--- src/rtl/divisor_pkg.sv ---
// divisor_pkg
// Shared definitions for the sequential restoring divider: FSM state
// encoding and the default operand width.
package divisor_pkg;

    // Divider control states; encoding is fixed so other blocks can decode it.
    typedef enum logic [1:0] {
        ST_IDLE = 2'd0,
        ST_RUN  = 2'd1,
        ST_FIN  = 2'd2
    } div_state_e;

    // Default operand / quotient / remainder width.
    localparam int DIV_W = 4;

endpackage : divisor_pkg

--- src/rtl/subtrator_nbits.sv ---
// subtrator_nbits
// N-bit ripple subtractor built as X + ~Y + 1 from a chain of 1-bit full
// adders. The final carry-out is high when no borrow occurred (X >= Y).
//
// Ports:
//   X        in  N  minuend
//   Y        in  N  subtrahend
//   Diff     out N  X - Y (modulo 2^N)
//   NoBorrow out 1  carry-out of the top full adder (1 when X >= Y)
module subtrator_nbits #(
    parameter int N = 5
) (
    input  logic [N-1:0] X,
    input  logic [N-1:0] Y,
    output logic [N-1:0] Diff,
    output logic         NoBorrow
);

    logic [N:0]   carry;
    logic [N-1:0] y_inv;

    assign y_inv    = ~Y;
    // Carry-in of 1 completes the two's-complement negation of Y.
    assign carry[0] = 1'b1;

    for (genvar i = 0; i < N; i++) begin : g_fa
        assign Diff[i]    = X[i] ^ y_inv[i] ^ carry[i];
        assign carry[i+1] = (X[i] & y_inv[i]) | (carry[i] & (X[i] ^ y_inv[i]));
    end

    assign NoBorrow = carry[N];

endmodule : subtrator_nbits

--- src/rtl/divisor_4bits.sv ---
// divisor_4bits
// Sequential unsigned restoring divider, one quotient bit per clock.
// A Start accepted in IDLE captures the operands; W trial subtractions
// follow in RUN, then FIN presents a one-cycle Done pulse. Q/R/DivZero
// are updated only on the edge entering FIN and hold otherwise.
//
// Ports:
//   Clk      in  1  clock, rising edge
//   Reset    in  1  asynchronous, active-high reset
//   Start    in  1  division request, sampled only in IDLE
//   A        in  W  dividend, captured on the accepting edge
//   B        in  W  divisor, captured on the accepting edge
//   Q        out W  quotient of the last division
//   R        out W  remainder of the last division
//   Busy     out 1  high while not in IDLE
//   Done     out 1  single-cycle result-valid pulse (the FIN cycle)
//   DivZero  out 1  last result came from a zero divisor
module divisor_4bits
    import divisor_pkg::*;
#(
    parameter int W = DIV_W
) (
    input  logic         Clk,
    input  logic         Reset,
    input  logic         Start,
    input  logic [W-1:0] A,
    input  logic [W-1:0] B,
    output logic [W-1:0] Q,
    output logic [W-1:0] R,
    output logic         Busy,
    output logic         Done,
    output logic         DivZero
);

    localparam int PW = W + 1;
    localparam int CW = (W > 1) ? $clog2(W) : 1;
    localparam logic [CW-1:0] CNT_LOAD = CW'(W - 1);

    div_state_e    state_q, state_d;
    logic [W-1:0]  d_q, d_d;       // dividend shift register, ends as quotient
    logic [W-1:0]  v_q, v_d;       // divisor
    logic [PW-1:0] p_q, p_d;       // partial remainder
    logic [CW-1:0] cnt_q, cnt_d;   // iterations remaining minus one
    logic [W-1:0]  q_q, q_d;
    logic [W-1:0]  r_q, r_d;
    logic          dz_q, dz_d;
    logic          busy_q, busy_d;
    logic          done_q, done_d;

    logic [PW-1:0] trial;
    logic [PW-1:0] diff;
    logic [PW-1:0] rem_next;
    logic [W-1:0]  d_shift;
    logic          no_borrow;

    // Bring down the next dividend bit. P never exceeds W significant bits
    // between iterations, so the truncation only drops a bit known to be 0.
    assign trial = PW'({p_q, d_q[W-1]});

    subtrator_nbits #(
        .N (PW)
    ) u_sub (
        .X        (trial),
        .Y        ({1'b0, v_q}),
        .Diff     (diff),
        .NoBorrow (no_borrow)
    );

    // Restore on borrow; the quotient bit enters at the LSB of D.
    assign rem_next = no_borrow ? diff : trial;
    assign d_shift  = W'({d_q, no_borrow});

    always_comb begin
        state_d = state_q;
        d_d     = d_q;
        v_d     = v_q;
        p_d     = p_q;
        cnt_d   = cnt_q;
        q_d     = q_q;
        r_d     = r_q;
        dz_d    = dz_q;

        case (state_q)
            ST_IDLE: begin
                if (Start) begin
                    d_d     = A;
                    v_d     = B;
                    p_d     = '0;
                    cnt_d   = CNT_LOAD;
                    state_d = ST_RUN;
                end
            end

            ST_RUN: begin
                if (v_q == '0) begin
                    // Zero divisor: one RUN cycle, then report all-ones
                    // quotient and the untouched dividend as remainder.
                    q_d     = '1;
                    r_d     = d_q;
                    dz_d    = 1'b1;
                    state_d = ST_FIN;
                end else begin
                    p_d   = rem_next;
                    d_d   = d_shift;
                    cnt_d = cnt_q - CW'(1);
                    if (cnt_q == '0) begin
                        q_d     = d_shift;
                        r_d     = rem_next[W-1:0];
                        dz_d    = 1'b0;
                        state_d = ST_FIN;
                    end
                end
            end

            ST_FIN: begin
                state_d = ST_IDLE;
            end

            default: begin
                state_d = ST_IDLE;
            end
        endcase

        busy_d = (state_d != ST_IDLE);
        done_d = (state_d == ST_FIN);
    end

    always_ff @(posedge Clk or posedge Reset) begin
        if (Reset) begin
            state_q <= ST_IDLE;
            d_q     <= '0;
            v_q     <= '0;
            p_q     <= '0;
            cnt_q   <= '0;
            q_q     <= '0;
            r_q     <= '0;
            dz_q    <= 1'b0;
            busy_q  <= 1'b0;
            done_q  <= 1'b0;
        end else begin
            state_q <= state_d;
            d_q     <= d_d;
            v_q     <= v_d;
            p_q     <= p_d;
            cnt_q   <= cnt_d;
            q_q     <= q_d;
            r_q     <= r_d;
            dz_q    <= dz_d;
            busy_q  <= busy_d;
            done_q  <= done_d;
        end
    end

    assign Q       = q_q;
    assign R       = r_q;
    assign DivZero = dz_q;
    assign Busy    = busy_q;
    assign Done    = done_q;

endmodule : divisor_4bits

--- config.mk ---
export PLATFORM = sky130hd
export DESIGN_NAME = divisor_4bits
export DESIGN_NICKNAME = d
export VERILOG_FILES = /design/src/rtl/divisor_pkg.sv /design/src/rtl/subtrator_nbits.sv /design/src/rtl/divisor_4bits.sv
export SDC_FILE = /design/constraint.sdc
export NUM_CORES = 1
export LEC_CHECK = 0
export BUFFER_PORTS_ARGS = -buffer_cell sky130_fd_sc_hd__buf_2
export CAP_MARGIN = 20
export CORE_MARGIN = 3
export CORE_UTILIZATION = 25
export CTS_CLUSTER_DIAMETER = 120
export DETAILED_ROUTE_END_ITERATION = 12
export GPL_ROUTABILITY_DRIVEN = 0
export PLACE_DENSITY = 0.42
export SYNTH_ARGS = -nofsm -noshare
export SYNTH_HDL_FRONTEND = slang
export SYNTH_SLANG_ARGS = --single-unit
--- constraint.sdc ---
create_clock -name Clk -period 2.3 [get_ports Clk]
set_input_delay 0.46 -clock Clk [delete_from_list [all_inputs] [get_ports Clk]]
set_output_delay 0.46 -clock Clk [all_outputs]
set_load 0.01 [all_outputs]
==> metrics.yaml <==
timing.clock.skew_ns: 0.00307
post_route_cells_drive_above_1_share_pct: 38.2
yosys.area.top_type: "sky130_fd_sc_hd__dfrtp_1"
period_share_pct: 98.6
area_enclosed_by_the_die_boundary_mm2: 0.00610
synth_top_area_share_pct: 52.0
async_reset_ff_share_pct: 100
finalCriticalPeriod_ns: 2.27
tritoncts.num_buffers: 3
worst_r2r_startpoint: "d_q[3]"
cts.htree.levels: 1
finish.net_count: 161
path_max_fanout: 5
rsz0062_at_grt: "true"
rows: 25
max-vdd-ir-drop_mv: 0.476
tritoncts_num_sinks: 27
critPathMaxStageDelay_ns: 0.37
vias_per_cell: 4.43
yosys.cell_count.top_type: "sky130_fd_sc_hd__dfrtp_1"
detailedPlacementHpwl_mm: 2.31
worstSetupPathDepth: 10
hold_slack_ns: 0.234
grt_util_all_layers_pct: 10.9
grt_pass1_wl_mm: 5.16
routed-via-count: 934
endpoint_of_the_worst_register_to_register_path: "R[0]"
worst_pin_slew_ns: 0.510
crit_arrival_ns: 2.43
drt.antenna.violating_nets: 0
max_clock_freq_ghz: 0.441
outcome: "finished clean"
synthesis.area_per_instance_um2: 11.2
critical_path.startpoint_type: "flop"
synth_top_cells_by_count: "sky130_fd_sc_hd__dfrtp_1 (27), sky130_fd_sc_hd__inv_1 (14), sky130_fd_sc_hd__nand2_1 (13), sky130_fd_sc_hd__o21ai_0 (8)"
critPathBufInv: 3
dp_worst_setup_slack_ns: -0.182
dieHeight_um: 78.1
drcViolationCount: 0
yosys_reg_bits: 27
cp-startpoint: "d_q[3]"
synth-seq-area-share_pct: 52.0
clock_transition_at_the_registers_of_the_reported_paths_ns: 0.09
n_antenna_cell: 0
r2r_slack_ns: 0.03
setup_viol: 0
criticalPathCategory: "reg -> reg"
ioPinCount: 22
layout-area-overhead-vs-synth_pct: 23.9
ctsRootBufferMaster: "sky130_fd_sc_hd__clkbuf_8"
timing.hold.worst.class: "in -> async"
place.port_buffers: 21
p_leak_nw: 0.737
synth_area_mm2: 0.00130
path_delay_family: "adder cells"
grt_remaining_overflow: 0
first_global_vias: 1004
last_element_of_the_critical_path: "R[0]"
postLayoutCellArea_mm2: 0.00161
routed_wirelength_mm: 3.16
setup_ws_ns: 0.0316
max_root_sink_buffers: 2
utilization_pct: 33.0
placeableCoreArea_mm2: 0.00488
dieWidth_um: 78.1
grt_antenna_before_repair: 0
cap_viol_max_count: 0
power.density_cell_area_mw_per_mm2: 1640
postPlaceCellArea_mm2: 0.00151
number_of_optimization_iterations_in_the_first_detailed_route_pass: 4
grt_max_degree: 28
synthTopCellsByArea: "sky130_fd_sc_hd__dfrtp_1 (52%), sky130_fd_sc_hd__fa_1 (4.6%), sky130_fd_sc_hd__inv_1 (4.0%)"
syn_nets: 132
critical_path.slowest_cell: "sky130_fd_sc_hd__dfrtp_1"
synth_edf_count: 0
worst_r2r_path_depth: 10
endpoint_kind: "flop"
timing.final.hold_violations: 0
timing.critical_path.cells: "inv_2, ha_2, inv_2, fa_2, inv_2, fa_2, fa_2, nor2b_4, mux2i_2, a221o_1"
post_synth_num_cell_types: 36
syn_inst: 116
design_power_total_mw: 2.64
timing_max_transition_violations_final: 0
start_util_pct: 26.6
cts_tree: "built"
timing.max_slew.rel_slack_pct: 66.0
synth_ff_type: "sky130_fd_sc_hd__dfrtp_1"
clk-insertion-delay-late_ns: 0.27
worstPathRequired_ns: 2.46
yosys_warnings: 0
routedWlPerCell_um: 15.0
detailedRoute.firstIterationViolations: 42
-- cell type report --
cell class / instances / area, um2
fillers: 526 / 3270
clock inverters: 1 / 5.00
inverters: 15 / 56.3
multi-input cells: 68 / 576
clock buffers: 3 / 41.3
flip-flops and latches: 27 / 676
well taps: 67 / 83.8
repair buffers: 30 / 173
-- power by group --
part | total [mW] | leakage [nW] | internal (mW) | switching, mW
combinational | 1.51 | 0.391 | 0.707 | 0.801
sequential | 0.864 | 0.320 | 0.707 | 0.158
clock | 0.266 | 0.0255 | 0.121 | 0.145
-- metrics by stage --
stage,cells,TNS (ns)
CTS,210,-0.00472
global placement,206,-0.610
global route,211,-0.134
finish,211,0
detailed placement,206,-1.07
floorplan,116,0
-- worst reg2reg max path, cell delays in order (launching register included) --
cell and delay, ns:
sky130_fd_sc_hd__dfrtp_1 0.37, sky130_fd_sc_hd__inv_2 0.05, sky130_fd_sc_hd__ha_2 0.17, sky130_fd_sc_hd__inv_2 0.05, sky130_fd_sc_hd__fa_2 0.18, sky130_fd_sc_hd__inv_2 0.04
sky130_fd_sc_hd__fa_2 0.34, sky130_fd_sc_hd__fa_2 0.34, sky130_fd_sc_hd__nor2b_4 0.17, sky130_fd_sc_hd__mux2i_2 0.17, sky130_fd_sc_hd__a221o_1 0.30
-- cell usage in the layout, fill, tap and decap left out, types with 2 or more instances in the layout --
cell type / instances
sky130_fd_sc_hd__dfrtp_1: 27
sky130_fd_sc_hd__buf_2: 21
sky130_fd_sc_hd__nand2_1: 13
sky130_fd_sc_hd__inv_1: 11
sky130_fd_sc_hd__buf_4: 9
sky130_fd_sc_hd__o21ai_0: 6
sky130_fd_sc_hd__inv_2: 4
sky130_fd_sc_hd__nand3_1: 4
sky130_fd_sc_hd__o211ai_1: 3
sky130_fd_sc_hd__mux2_4: 3
sky130_fd_sc_hd__o21ai_1: 3
sky130_fd_sc_hd__fa_2: 3
sky130_fd_sc_hd__clkbuf_8: 3
sky130_fd_sc_hd__mux2i_2: 2
sky130_fd_sc_hd__nand2b_1: 2
sky130_fd_sc_hd__o22a_1: 2
sky130_fd_sc_hd__o221ai_1: 2
sky130_fd_sc_hd__o221ai_2: 2
sky130_fd_sc_hd__a2bb2oi_1: 2
sky130_fd_sc_hd__o221a_1: 2
-- sequential cells by signal, indices dropped and copies added (netlist names) --
register,flops
DivZero,1
Done,1
R,4
state_q,2
Q,4
d_q,4
cnt_q,2
Busy,1
v_q,4
p_q,4
-- cells by family after synthesis --
logic type / Yosys count / share of synthesized area, %
AND/OR/NAND/NOR: 31 / 14.2
flip-flops: 27 / 52.0
AO/OA/AOI/OAI: 26 / 14.7
buffers and inverters: 21 / 7.22
multiplexers: 6 / 5.29
adder cells (fa/ha/maj): 5 / 6.54
-- timing repair --
item                       in CTS  in global routing
hold buffers                    0                  0
pin swaps                       0                  1
setup endpoints to repair       9                  8
setup buffers                   0                  1
resized for setup               6                 10
-- worst min path at each step --
stage / from / to / slack, ns / cells past startpoint
4_1_cts: Reset / Done / 0.24 / 3
5_1_grt: Reset / Done / 0.28 / 3
3_5_place_dp: Q[3] / Q[3] / 0.47 / 1
2_1_floorplan: cnt_q[1] / cnt_q[1] / 0.47 / 2
6_report: Reset / Done / 0.23 / 3
3_3_place_gp: Q[3] / Q[3] / 0.47 / 1
-- per-layer routing --
metal  track usage [%]  wire, um
met5                 0         0
met3              2.52       159
met2              16.3      1420
met4              3.15        34
met1              15.6      1550
Note: power is estimated with default switching activity, not from simulation.
